`config.mk`:
```
export PLATFORM = sky130hd
export DESIGN_NAME = vga_timing
export DESIGN_NICKNAME = d
export VERILOG_FILES = /design/src/rtl/vga_pkg.sv /design/src/rtl/vga_sync2.sv /design/src/rtl/vga_timing.sv
export SDC_FILE = /design/constraint.sdc
export NUM_CORES = 1
export LEC_CHECK = 0
export BUFFER_PORTS_ARGS = -buffer_cell sky130_fd_sc_hd__buf_2
export CORE_ASPECT_RATIO = 1.5
export CORE_UTILIZATION = 40
export DETAILED_ROUTE_END_ITERATION = 7
export GPL_TIMING_DRIVEN = 1
export HOLD_SLACK_MARGIN = 0.05
export SLEW_MARGIN = 15
export SYNTH_ARGS = -nofsm -noshare
export SYNTH_HDL_FRONTEND = slang
export SYNTH_SLANG_ARGS = --single-unit
export TNS_END_PERCENT = 10
```
`constraint.sdc`:
```
create_clock -name clock_in -period 6.1 [get_ports clock_in]
set_input_delay 0 -clock clock_in [delete_from_list [all_inputs] [get_ports clock_in]]
set_output_delay 0 -clock clock_in [all_outputs]
set_load 0.01 [all_outputs]
```
`src/rtl/vga_pkg.sv`:
```
// Shared VGA timing constants (640x480 @ 60 Hz defaults), derived totals,
// controller state encoding and the registered output bundle.
package vga_pkg;
  localparam int H_ACTIVE_D = 640;
  localparam int H_FP_D     = 16;
  localparam int H_SYNC_D   = 96;
  localparam int H_BP_D     = 48;
  localparam int V_ACTIVE_D = 480;
  localparam int V_FP_D     = 10;
  localparam int V_SYNC_D   = 2;
  localparam int V_BP_D     = 33;

  localparam int H_TOTAL_D  = H_ACTIVE_D + H_FP_D + H_SYNC_D + H_BP_D;
  localparam int V_TOTAL_D  = V_ACTIVE_D + V_FP_D + V_SYNC_D + V_BP_D;

  typedef enum logic [2:0] {
    ST_WAIT_LOCK = 3'd0,
    ST_QUALIFY   = 3'd1,
    ST_IDLE      = 3'd2,
    ST_RUN       = 3'd3,
    ST_DRAIN     = 3'd4
  } vga_state_e;

  typedef struct packed {
    logic       hsync;
    logic       vsync;
    logic       active;
    logic       line_start;
    logic       frame_start;
    logic [9:0] x;
    logic [9:0] y;
  } vga_out_t;
endpackage

```
`src/rtl/vga_sync2.sv`:
```
// Two-flop synchronizer for a single asynchronous level signal.
module vga_sync2 (
  input  logic clk,
  input  logic rst_n,
  input  logic d,
  output logic q
);
  logic [1:0] sr;

  always_ff @(posedge clk or negedge rst_n) begin
    if (!rst_n) sr <= 2'b00;
    else        sr <= {sr[0], d};
  end

  assign q = sr[1];
endmodule

```
`src/rtl/vga_timing.sv`:
```
// VGA timing generator with PLL-lock qualification and frame-completing drain.
// Optional sticky lock-loss flag enabled by defining VGA_TIMING_LOCKLOSS_EN.
module vga_timing
  import vga_pkg::*;
#(
  parameter int H_ACTIVE         = H_ACTIVE_D,
  parameter int H_FP             = H_FP_D,
  parameter int H_SYNC           = H_SYNC_D,
  parameter int H_BP             = H_BP_D,
  parameter int V_ACTIVE         = V_ACTIVE_D,
  parameter int V_FP             = V_FP_D,
  parameter int V_SYNC           = V_SYNC_D,
  parameter int V_BP             = V_BP_D,
  parameter int SYNC_ACTIVE_HIGH = 0,
  parameter int LOCK_WAIT        = 16
) (
  input  logic       clock_in,
  input  logic       rst_n,
  input  logic       pll_locked,
  input  logic       enable,
  input  logic       clear_lost,
  output logic       hsync,
  output logic       vsync,
  output logic       active,
  output logic [9:0] x,
  output logic [9:0] y,
  output logic       line_start,
  output logic       frame_start,
  output logic       running,
  output logic       lock_lost
);
  localparam logic [9:0] H_LAST = 10'(H_ACTIVE + H_FP + H_SYNC + H_BP - 1);
  localparam logic [9:0] V_LAST = 10'(V_ACTIVE + V_FP + V_SYNC + V_BP - 1);
  localparam logic [9:0] H_ACT  = 10'(H_ACTIVE);
  localparam logic [9:0] V_ACT  = 10'(V_ACTIVE);
  localparam logic [9:0] HS_LO  = 10'(H_ACTIVE + H_FP);
  localparam logic [9:0] HS_HI  = 10'(H_ACTIVE + H_FP + H_SYNC);
  localparam logic [9:0] VS_LO  = 10'(V_ACTIVE + V_FP);
  localparam logic [9:0] VS_HI  = 10'(V_ACTIVE + V_FP + V_SYNC);
  localparam int         QW     = (LOCK_WAIT > 1) ? $clog2(LOCK_WAIT + 1) : 1;
  localparam logic [QW-1:0] Q_LAST = QW'(LOCK_WAIT - 1);
  localparam logic SYNC_ON = (SYNC_ACTIVE_HIGH != 0);

  logic          lk;
  vga_state_e    st, st_n;
  logic [9:0]    h, v, h_n, v_n, h_adv, v_adv;
  logic [QW-1:0] q_cnt, q_n;
  logic          vid_n;
  vga_out_t      o_q, o_n;
  logic          run_q;

  vga_sync2 u_lock_sync (
    .clk   (clock_in),
    .rst_n (rst_n),
    .d     (pll_locked),
    .q     (lk)
  );

  always_comb begin
    st_n  = st;
    h_n   = h;
    v_n   = v;
    q_n   = q_cnt;
    h_adv = (h == H_LAST) ? 10'd0 : h + 10'd1;
    v_adv = (h != H_LAST) ? v : ((v == V_LAST) ? 10'd0 : v + 10'd1);
    case (st)
      ST_WAIT_LOCK: begin
        h_n = '0;
        v_n = '0;
        q_n = '0;
        if (lk) st_n = ST_QUALIFY;
      end
      ST_QUALIFY: begin
        if (q_cnt == Q_LAST) st_n = ST_IDLE;
        else                 q_n  = q_cnt + QW'(1);
      end
      ST_IDLE: if (enable) st_n = ST_RUN;
      ST_RUN, ST_DRAIN: begin
        h_n = h_adv;
        v_n = v_adv;
        // Without enable, keep scanning until the last pixel of the frame.
        if (enable)                             st_n = ST_RUN;
        else if (h == H_LAST && v == V_LAST)    st_n = ST_IDLE;
        else                                    st_n = ST_DRAIN;
      end
      default: st_n = ST_WAIT_LOCK;
    endcase
    if (!lk && st != ST_WAIT_LOCK) begin
      st_n = ST_WAIT_LOCK;
      h_n  = '0;
      v_n  = '0;
      q_n  = '0;
    end
  end

  // Outputs are registered from next-state values so they line up with st/h/v.
  always_comb begin
    vid_n         = (st_n == ST_RUN) || (st_n == ST_DRAIN);
    o_n.hsync     = (vid_n && h_n >= HS_LO && h_n < HS_HI) ? SYNC_ON : ~SYNC_ON;
    o_n.vsync     = (vid_n && v_n >= VS_LO && v_n < VS_HI) ? SYNC_ON : ~SYNC_ON;
    o_n.active    = vid_n && (h_n < H_ACT) && (v_n < V_ACT);
    o_n.line_start  = vid_n && (h_n == 10'd0);
    o_n.frame_start = vid_n && (h_n == 10'd0) && (v_n == 10'd0);
    o_n.x         = vid_n ? h_n : 10'd0;
    o_n.y         = vid_n ? v_n : 10'd0;
  end

  always_ff @(posedge clock_in or negedge rst_n) begin
    if (!rst_n) begin
      st    <= ST_WAIT_LOCK;
      h     <= '0;
      v     <= '0;
      q_cnt <= '0;
      run_q <= 1'b0;
      o_q   <= '{hsync: ~SYNC_ON, vsync: ~SYNC_ON, default: '0};
    end else begin
      st    <= st_n;
      h     <= h_n;
      v     <= v_n;
      q_cnt <= q_n;
      run_q <= vid_n;
      o_q   <= o_n;
    end
  end

  assign hsync       = o_q.hsync;
  assign vsync       = o_q.vsync;
  assign active      = o_q.active;
  assign line_start  = o_q.line_start;
  assign frame_start = o_q.frame_start;
  assign x           = o_q.x;
  assign y           = o_q.y;
  assign running     = run_q;

`ifdef VGA_TIMING_LOCKLOSS_EN
  logic lost_q;
  always_ff @(posedge clock_in or negedge rst_n) begin
    if (!rst_n)                                          lost_q <= 1'b0;
    else if (!lk && (st == ST_RUN || st == ST_DRAIN))    lost_q <= 1'b1;
    else if (clear_lost)                                 lost_q <= 1'b0;
  end
  assign lock_lost = lost_q;
`else
  logic unused_clear;
  assign unused_clear = clear_lost;
  assign lock_lost    = 1'b0;
`endif
endmodule

```
### Word-level counts from Yosys, hierarchy flattened

Index checks and enable logic that the tools add are counted.

* $add $sub $neg: 3
* multipliers: 0
* div/mod/pow operators: 0
* $lt $le $gt $ge: 6
* equality and inequality tests: 11
* shifts and indexed selects: 0
* multiplexer cells: 21
* bitwise operators: 0
* reduce and logical (&&, ||, !) cells: 19

Operators by type and width (count)
* two-way mux 10 bit: 7
* case mux 10 bit (2 select lines): 2
* adder 10 x 1 -> 10 bit, second input constant: 2
* equality test 10 bit, second input constant: 2
* logical NOT 10 bit: 2
* less-than comparator 10 bit, second input constant: 2
* less-than comparator 10 x 9 -> 1 bit, second input constant: 2
* two-way mux 3 bit: 6
* case mux 3 bit (4 select lines): 1
* greater-or-equal comparator 10 bit, second input constant: 1
* greater-or-equal comparator 10 x 9 -> 1 bit, second input constant: 1
* logical AND 1 bit: 10
* two-way mux 5 bit: 2
* != test 10 bit, second input constant: 1
* case mux 5 bit (2 select lines): 1
* equality test 3 x 2 -> 1 bit, second input constant: 3
* equality test 3 bit, second input constant: 2
* nonzero test 3 bit: 2
* adder 5 x 1 -> 5 bit, second input constant: 1
* equality test 5 x 4 -> 1 bit, second input constant: 1
* equality test 3 x 1 -> 1 bit, second input constant: 1
* logical NOT 3 bit: 1
* != test 3 bit, second input constant: 1
* two-way mux 1 bit: 2
* other kinds (4): 4

* flip-flop bits (word level): 56
* bits in latches: 0
* RAM bits: 0
* bits in read-only memories: 0
* output and inout port bits: 27
* word-level logic and storage cells: 73
* memories: 0

### Logic depth before layout (Yosys ltp)

Gate-level depths: netlist (run 1).

* depth after elaboration: 11
* mapped depth: 11
* mapped depth without buffers: 10

### Cells and area by module

From an unflattened synthesis (run 1), not the netlist that was laid out.

* cell total of the unflattened synthesis: 304
* area total of the unflattened synthesis: 3000.4 um2

Modules (own cells, without submodules)
* vga_timing: times used 1, cells an instance 302, area each 2950.3 um2
* vga_sync2: times used 1, cells an instance 2, area each 50.0 um2

### Worst setup path after synthesis (run 1)

OpenSTA, ideal clock, no wires.

* path type: reg2reg
* from: register h[5]
* to: register o_q (netlist bit frame_start)
* setup time: 0.096 ns
* data arrival time: 2.579 ns
* required time: 6.004 ns
* path slack: 3.426 ns
* cell stages (with the launch flop): 10
* path buffers: 2
* clock period less this slack: 2.674 ns
* cells stage by stage: dfrtp_1 -> buf_6 -> or4b_4 -> or3_1 -> buf_6 -> a311o_1 -> a31o_1 -> nand4bb_1 -> nand4b_4 -> nor4_2

RTL lines
* start: declaration: line vga_timing.sv:46 `logic [9:0] h, v, h_n, v_n, h_adv, v_adv;`
* start signal: assignment: line vga_timing.sv:118 `h <= h_n;`
* end signal: assignment: line vga_timing.sv:122 `o_q <= o_n;`
* end: declaration: line vga_timing.sv:49 `vga_out_t o_q, o_n;`

==> results.md, run 1 <==
- Clock Path Buffers: 2
- ANT cells: 0
- Final Hold Viols: 0
- Fmax: 314 MHz
- Crit path max-delay cell type: or4b_4
- Setup TNS: 0 ns
- Worst Tran Pin Value: 0.924 ns
- Register area share after synthesis: 49.8%
- RePlAce Congestion: 0.822
- Final Max Tran Viols: 0
- DR pass1 iterations: 6
- Cts bufs inserted: 5
- Reg2Reg Setup Slack: 2.91 ns
- Via Count: 2215
- Final period util: 52.2%
- Crit-path max FO: 12
- Post-layout util: 45.8%
- Hold Path Sink: u_lock_sync.sr[0]
- Final setup fails: 0
- Clock skew: 0.0108 ns
- Critical Path Sink Type: register
- Reg2Reg Launch Point: h[5]
- Warnings, synthesis: 0
- Highest cell delay on the worst timing path: 0.62 ns
- DPL Wire Length: 4370 um
- Area growth from synthesis to layout: 11.4%
- Synth Flop Type: dfrtp_1
- Status: complete, but fails checks
- Peak supply drop: 0.130 mV
- Number of synthesized flops with an enable pin: 0
- Drt total wl: 6130 um
- P per Cell Area: 206 mW/mm^2
- IO buf count: 29
- DRC viols: 2
- CTS sink count: 56
- IO Count: 32
- Synth area leaders: dfrtp_1 48%, nor2_1 4.9%, nor3_1 2.7%
- Reg-to-reg critical path endpoint: frame_start
- Synth Instances: 291
- WP data arrival: 3.42 ns
- Starting Density: 41.2%
- Static Leak: 1.53 nW
- R2R cell count: 7
- Die Y: 105 um
- RSZ-0062 raised after global routing: false
- Largest net degree at the start of global routing: 57
- Htree depth: 2
- Top-count cell post-synth: dfrtp_1
- Synthesized area per cell: 9.69 um^2
- CP Cell Sequence: or4b_4 > nor3_2 > a21o_1 > a21o_1 > a21oi_1 > or3_1 > nor4_2
- Synthesized area: 0.00282 mm^2
- Synth unique cells: 63
- Layout Nets: 328
- CORE AREA: 0.00685 mm^2
- Rel. slew slack: 38.2%
- Layout cells sized above 1: 16.3%
- Max cap viols: 0
- Vias/cell: 5.58
- Dominant cell type by area after synthesis: dfrtp_1
- Die extent in x: 70.6 um
- Per-cell routed wire length: 15.4 um
- Ys async rst share: 100%
- Failing checks: DRC
- Overflow after GRT: 0
- CP Launch Type: register
- Post-Syn Nets: 301
- First-pass GRT wire length: 10400 um
- Crit Path Class: register to register
- Min-delay worst type: input pin to register
- Synth Register Bits: 56
- Initial antenna violation count: 0
- Final Critical Period: 3.19 ns
- GRT Resource Usage Total: 18.2%
- Iteration-0 DRC Markers: 60
- Clk Latency, worst-skew pair: 0.32 ns
- CTS tree: built
- Routed Antenna Nets: 0
- Synth top area share: 47.9%
- Top cells by count, synth: 54 x dfrtp_1, 37 x nor2_1, 18 x nand2_1, 16 x inv_1, 15 x nor3_1
- Most numerous cell on the critical path: a21o_1
- Hold path depth: 2
- CTS clk-pin slew, worst paths: 0.10 ns
- Vias in the first global route: 2153
- Total die area: 0.00740 mm^2
- Root buffer cell: clkbuf_8
- Row cnt: 37
- WP data required: 6.34 ns
- Hold wc startpoint: pll_locked
kinds of logic (layout without fill, tap and decap cells):
kind of cell / count (synthesis) / in the layout / synth area share [%]
AND/OR/NAND/NOR: 132 / 132 / 25.5
AO/OA/AOI/OAI: 58 / 58 / 14.6
flip-flops: 56 / 56 / 49.8
buffers and inverters: 31 / 59 / 5.19
XOR/XNOR: 7 / 7 / 2.17
adder cells (fa/ha/maj): 5 / 5 / 2.22
other: 1 / 1 / 0.133
multiplexers: 1 / 1 / 0.355
routing by layer:
| metal | vias up | global-route usage (%) | part of all wire (%) |
|---|---|---|---|
| met5 | - | 0 | 0 |
| met3 | 10 | 3.47 | 2.9 |
| met4 | 0 | 10.0 | 2.6 |
| met2 | 37 | 31.3 | 54 |
| met1 | 1088 | 21.0 | 41 |
| li1 | 1080 | - | - |
stage by stage:
step                      instance area [um^2]  hold slack [ns]  instances  setup WS, ns  total power, mW
after floorplan                           2820           -0.296        291          3.43            0.393
after global placement                    3000            0.111        386          2.94            0.403
after detailed placement                  3000            0.114        386          2.93            0.404
after CTS                                 3140            0.310        397          2.89            0.661
after global routing                      3140            0.309        397          2.70            0.677
final                                     3140            0.319        397          2.91            0.649
cell usage in the layout, fill, tap and decap left out, types with 2 or more instances in the layout:
| cell | synthesis | final |
|---|---|---|
| a211oi_1 | 3 | 3 |
| a21o_1 | 6 | 6 |
| a21oi_1 | 9 | 9 |
| a22oi_1 | 5 | 5 |
| a31oi_1 | 3 | 3 |
| a32oi_1 | 2 | 2 |
| and2_1 | 7 | 7 |
| and3_1 | 8 | 8 |
| buf_2 | 1 | 29 |
| buf_4 | 2 | 2 |
| clkbuf_8 | 0 | 5 |
| dfrtp_1 | 54 | 54 |
| dfstp_2 | 2 | 2 |
| dlygate4sd3_1 | 0 | 3 |
| ha_1 | 5 | 5 |
| inv_1 | 16 | 16 |
| nand2_1 | 18 | 18 |
| nand2b_1 | 4 | 4 |
| nand3_1 | 10 | 10 |
| nand3b_1 | 2 | 2 |
| nand4_1 | 5 | 5 |
| nand4b_1 | 2 | 2 |
| nor2_1 | 37 | 37 |
| nor3_1 | 15 | 15 |
| nor4_1 | 3 | 3 |
| o21ai_0 | 12 | 12 |
| o22ai_1 | 2 | 2 |
| o311a_1 | 2 | 2 |
| o31ai_1 | 2 | 2 |
| or2_2 | 2 | 2 |
| or3_1 | 4 | 4 |
| or4_1 | 2 | 2 |
| xnor2_1 | 4 | 4 |
| xor2_1 | 3 | 3 |
worst max-delay path: cells and delay by family (launching register included):
family          cells  cell delay (ns)
simple gates        4             1.76
flops               1             0.49
compound gates      3             0.84
how the worst max path moves through the flow:
stage,startpoint,to,slack (ns),depth (start not counted)
after global placement,h[5],frame_start,2.94,7
after global routing,h[5],frame_start,2.70,7
final,h[5],frame_start,2.91,7
after detailed placement,h[5],frame_start,2.93,7
after floorplan,h[5],frame_start,3.43,9
after CTS,h[5],frame_start,2.89,7
cell type report:
class | count | area (um^2)
clock inverters | 3 | 46.3
fillers | 698 | 3710
repair buffers | 34 | 190
inverters | 17 | 63.8
well taps | 78 | 97.6
flip-flops and latches | 56 | 1400
multi-input cells | 204 | 1270
clock buffers | 5 | 68.8
state kept, by name, indices dropped and copies added (netlist names):
signal	cells
h	10
v	10
x	10
y	10
q_cnt	5
st	3
u_lock_sync.sr	2
active	1
frame_start	1
hsync	1
line_start	1
running	1
vsync	1
power breakdown:
part	switching, mW	total [mW]	internal, mW
Combinational	0.0163	0.0218	0.00548
Sequential	0.00251	0.375	0.373
Clock	0.128	0.252	0.124
repair_timing:
action                                 CTS  global route
endpoints found under the hold margin   58             0
hold buffers                             3             0
resized for setup                        0             0
setup buffers                            0             0
(Power assumes the default switching activity.)
==> inputs of run 2 (changes only) <==
clock period = 2.8 ns   (was 6.1 ns; I/O delays follow)
==> results.md, run 2 (synthesis results as in run 1) <==
- Clk Latency, worst-skew pair: 0.31 ns
- Vias in the first global route: 2377
- Final period util: 95.3%
- Most common cell after layout, fill and taps aside: dfrtp_1
- Post-layout util: 47.8%
- Worst Tran Pin Value: 0.658 ns
- Vias/cell: 5.49
- Crit Path Class: register to register
- Final Max Tran Viols: 0
- CP Cell Sequence: or4b_4 > or3_1 > a311o_1 > a31o_1 > nand4bb_1 > nand4b_4 > nor4_2
- Layout Nets: 345
- Drt total wl: 6420 um
- Via Count: 2273
- Iteration-0 DRC Markers: 135
- Crit path max-delay cell type: or4b_4
- CORE AREA: 0.00685 mm^2
- Htree depth: 2
- RSZ-0062 raised after global routing: false
- Total power draw: 1.41 mW
- Overflow after GRT: 0
- Failing checks: DRC
- RePlAce Congestion: 0.865
- Per-cell routed wire length: 15.5 um
- ANT cells: 0
- Starting Density: 41.2%
- Status: complete, but fails checks
- Root buffer cell: clkbuf_8
- Area growth from synthesis to layout: 16.1%
- GRT Resource Usage Total: 18.9%
- Rel. slew slack: 56.1%
- DRC viols: 2
- DR pass1 iterations: 7
- Critical Path Sink Type: register
- Clock Path Buffers: 2
- WP data arrival: 2.90 ns
- Die extent in x: 70.6 um
- Most frequent cells in the layout: 54 x dfrtp_1, 37 x nor2_1, 29 x buf_2
- Largest net degree at the start of global routing: 30
- Max cap viols: 0
- DPL Wire Length: 4770 um
- Cts bufs inserted: 5
- Routed Antenna Nets: 0
- WP data required: 3.03 ns
- CP Launch Type: register
- Min-delay worst type: input pin to asynchronous set/reset pin
- IO buf count: 29
- Final Critical Period: 2.67 ns
- # Post-CTS Setup Buffers: 0
- P per Cell Area: 432 mW/mm^2
- Final setup fails: 0
- Met2 usage: 35.4%
- Static Leak: 1.62 nW
- Final Hold Viols: 0
- Total die area: 0.00740 mm^2
- Layout cells sized above 1: 20.8%
- Die Y: 105 um
- Fill count: 680
- CTS sink count: 56
- CTS tree: built
- Highest cell delay on the worst timing path: 0.56 ns
- Fmax: 375 MHz
- Gr busiest metal: met2
- First-pass GRT wire length: 11000 um
- Initial antenna violation count: 0
- Peak supply drop: 0.239 mV
- IO Count: 32
- GR Util met1: 20.5%
- Routing usage on met3: 2.41%
- Setup TNS: 0 ns
- Crit-path max FO: 6
- Row cnt: 37
- Clock skew: 0.00828 ns
- CTS clk-pin slew, worst paths: 0.10 ns
-- run 2: cell types whose count changed in the layout (fill, tap and decap cells not counted) --
cell / change
nand3_1: -1
buf_4: +17
clkinvlp_4: -1
nand3_2: +1
clkinv_4: +2
inv_6: -1
-- run 2: repair_timing --
action	in CTS	in global routing
endpoints found under the setup margin	0	3
resized for setup	0	1
endpoints found under the hold margin	32	0
hold buffers	3	0
-- run 2: critical path, delay by kind of cell (launching register included) --
family,cells,cell delay [ns]
AO/OA/AOI/OAI,2,0.57
flip-flops,1,0.46
AND/OR/NAND/NOR,5,1.56
-- run 2: final cells by class --
cell class                 instances  area [um^2]  share of cell area [%]
sequential                        56         1400                    42.9
multi-input combinational        204         1270                    38.9
timing repair buffer              51          318                    9.71
tap                               78         97.6                    2.98
clock buffer                       5         68.8                    2.10
inverter                          17         63.8                    1.95
clock inverter                     3         47.5                    1.45
-- run 2: metrics by stage --
| stage | hold slack (ns) | instance area, um^2 | instances | setup slack (ns) |
|---|---|---|---|---|
| detailed placement | 0.0707 | 3120 | 403 | 0.158 |
| global route | 0.327 | 3270 | 414 | 0.0124 |
| floorplan | -0.296 | 2820 | 291 | 0.126 |
| CTS | 0.268 | 3270 | 414 | 0.126 |
| finish | 0.246 | 3270 | 414 | 0.130 |
| global placement | 0.0634 | 3120 | 403 | 0.197 |
-- run 2: final timing paths --
path / startpoint / to / slack, ns / cells past startpoint
setup / recovery: h[7] / frame_start / 0.13 / 7
hold / removal: rst_n / q_cnt[1] / 0.25 / 2
setup reg to reg: h[7] / frame_start / 0.13 / 7
hold reg to reg: u_lock_sync.sr[0] / u_lock_sync.sr[1] / 0.36 / 0
max in group asynchronous: rst_n / hsync / 1.71 / 3
min in group clock_in: pll_locked / u_lock_sync.sr[0] / 0.33 / 2
-- run 2: power breakdown --
part / switching [mW] / total [mW] / leakage (nW) / internal [mW]
combinational: 0.0379 / 0.0548 / 0.790 / 0.0170
clock: 0.274 / 0.544 / 0.0583 / 0.270
sequential: 0.00465 / 0.817 / 0.768 / 0.812
total: 0.316 / 1.41 / 1.62 / 1.10
-- run 2: metal layers --
layer	vias to the layer above	part of all wire (%)
met5	-	0
met4	0	2.3
met2	52	55
met3	13	3.2
li1	1114	-
met1	1094	39
==> inputs of run 3 (changes only) <==
CORE_MARGIN = 3   (was unset)
==> results.md, run 3 (synthesis results as in run 1) <==
- Status: complete, no violations
- Routed Antenna Nets: 0
- Vias/cell: 5.53
- Layout Nets: 347
- Most common cell after layout, fill and taps aside: dfrtp_1
- Max cap viols: 0
- Final setup fails: 0
- Final Critical Period: 2.67 ns
- WP data arrival: 2.90 ns
- Drt total wl: 6560 um
- Overflow after GRT: 0
- Row cnt: 36
- Fill count: 627
- Cell-internal power: 1.19 mW
- Fmax: 374 MHz
- CP Cell Sequence: or4b_4 > nor3_2 > a21o_1 > a21o_1 > nor2_1 > or3_1 > nor4_4
- Setup TNS: 0 ns
- Per-cell routed wire length: 15.8 um
- R2R cell count: 7
- Post-placement cell area: 0.00313 mm^2
- Final Hold Viols: 0
- Largest net degree at the start of global routing: 51
- DPL Wire Length: 4860 um
- Crit Path Class: register to register
- Root buffer cell: clkbuf_8
- Die extent in x: 74.6 um
- Initial antenna violation count: 0
- Placed Instances: 402
- Rel. slew slack: 58.3%
- IO buf count: 29
- Peak supply drop: 0.258 mV
- Total die area: 0.00812 mm^2
- Switching power: 316 uW
- Clock Power Share: 42.1%
- Final period util: 95.4%
- Htree depth: 2
- WP data required: 3.03 ns
- Total power draw: 1.50 mW
- GRT Resource Usage Total: 18.1%
- Clock skew: 0.0161 ns
- CTS sink count: 56
- P per Cell Area: 448 mW/mm^2
- Area growth from synthesis to layout: 19.0%
- Layout cells sized above 1: 22.8%
- CTS tree: built
- Crit-path max FO: 7
- Finished Layout Cells: 414
- Critical Path Sink Type: register
- Net Sw Frac: 21.0%
- Most numerous cell on the critical path: a21o_1
- Reg2Reg Launch Point: h[6]
- Iteration-0 DRC Markers: 148
- CP delay by family, top: simple AND/OR/NAND/NOR gates
- Crit path max-delay cell type: or4b_4
- Die Y: 109 um
- Clk Latency, worst-skew pair: 0.32 ns
- CORE AREA: 0.00667 mm^2
- CTS clk-pin slew, worst paths: 0.11 ns
- DR pass1 iterations: 4
- Most frequent cells in the layout: 53 x dfrtp_1, 37 x nor2_1, 28 x buf_2
- ANT cells: 0
- First-pass GRT wire length: 11200 um
- Final Max Tran Viols: 0
- Starting Density: 42.3%
- Worst Path Buf+Inv: 0
- CP Launch Type: register
- IO Count: 32
- Final instance area: 0.00336 mm^2
- Clock Path Buffers: 2
- RSZ-0062 raised after global routing: false
- Sequential power share: 54.2%
- Via Count: 2290
- Static Leak: 1.64 nW
- Min-delay worst type: input pin to asynchronous set/reset pin
- Cts bufs inserted: 5
- Reg2Reg Setup Slack: 0.13 ns
- Gate power share: 3.7%
- Worst Tran Pin Value: 0.625 ns
- Reg-to-reg critical path endpoint: frame_start
- Stages on worst setup path: 7
- DRC viols: 0
- RePlAce Congestion: 0.864
- Vias in the first global route: 2410
- Highest cell delay on the worst timing path: 0.60 ns
==> run 3: worst max path at each step <==
stage,from,end,slack (ns)
finish,h[6],frame_start,0.13
global route,h[6],frame_start,0.00007
CTS,h[6],frame_start,0.02
detailed placement,h[6],frame_start,0.12
global placement,h[6],frame_start,0.20
floorplan,h[5],frame_start,0.13
==> run 3: cell type report <==
class / instances / area (um^2) / area share [%]
clock buffers: 5 / 68.8 / 2.05
flip-flops and latches: 56 / 1410 / 41.9
inverters: 17 / 63.8 / 1.90
clock inverters: 3 / 68.8 / 2.05
well taps: 76 / 95.1 / 2.83
multi-input cells: 204 / 1320 / 39.2
repair buffers: 53 / 339 / 10.1
==> run 3: power by group through the flow <==
stage                     clock [mW]  sequential [mW]  combinational [mW]
final                          0.633            0.815              0.0557
after global routing           0.683            0.816              0.0643
after CTS                      0.654            0.815              0.0572
after detailed placement           0            0.831              0.0540
after global placement             0            0.831              0.0531
after floorplan                    0            0.831              0.0246
==> run 3: layer usage <==
layer  track usage (%)  share of wire (%)  vias to the layer above
met5                 0                  0                        -
met4              7.51                2.4                        0
met3              3.04                3.2                       11
met2              32.8                 55                       43
met1              20.3                 39                     1119
li1                  -                  -                     1117
==> run 3: worst register-to-register path, cell delays in order, from the launching register on <==
cell and delay, ns:
dfrtp_1 0.43, or4b_4 0.60, nor3_2 0.17, a21o_1 0.23
a21o_1 0.29, nor2_1 0.14, or3_1 0.43, nor4_4 0.29
==> run 3: metrics by stage <==
stage	util (%)	hold WS [ns]	setup slack, ns
final	50.3	0.208	0.128
after floorplan	-	-0.296	0.126
after global routing	50.3	0.296	0.0000702
after global placement	46.9	0.111	0.202
after CTS	49.4	0.306	0.0167
after detailed placement	46.9	0.114	0.120
==> run 3: repair_timing <==
action,in CTS,in global routing
endpoints found under the hold margin,50,0
hold buffers,3,0
resized for setup,0,8
setup endpoints to repair,0,4
setup buffers,0,1
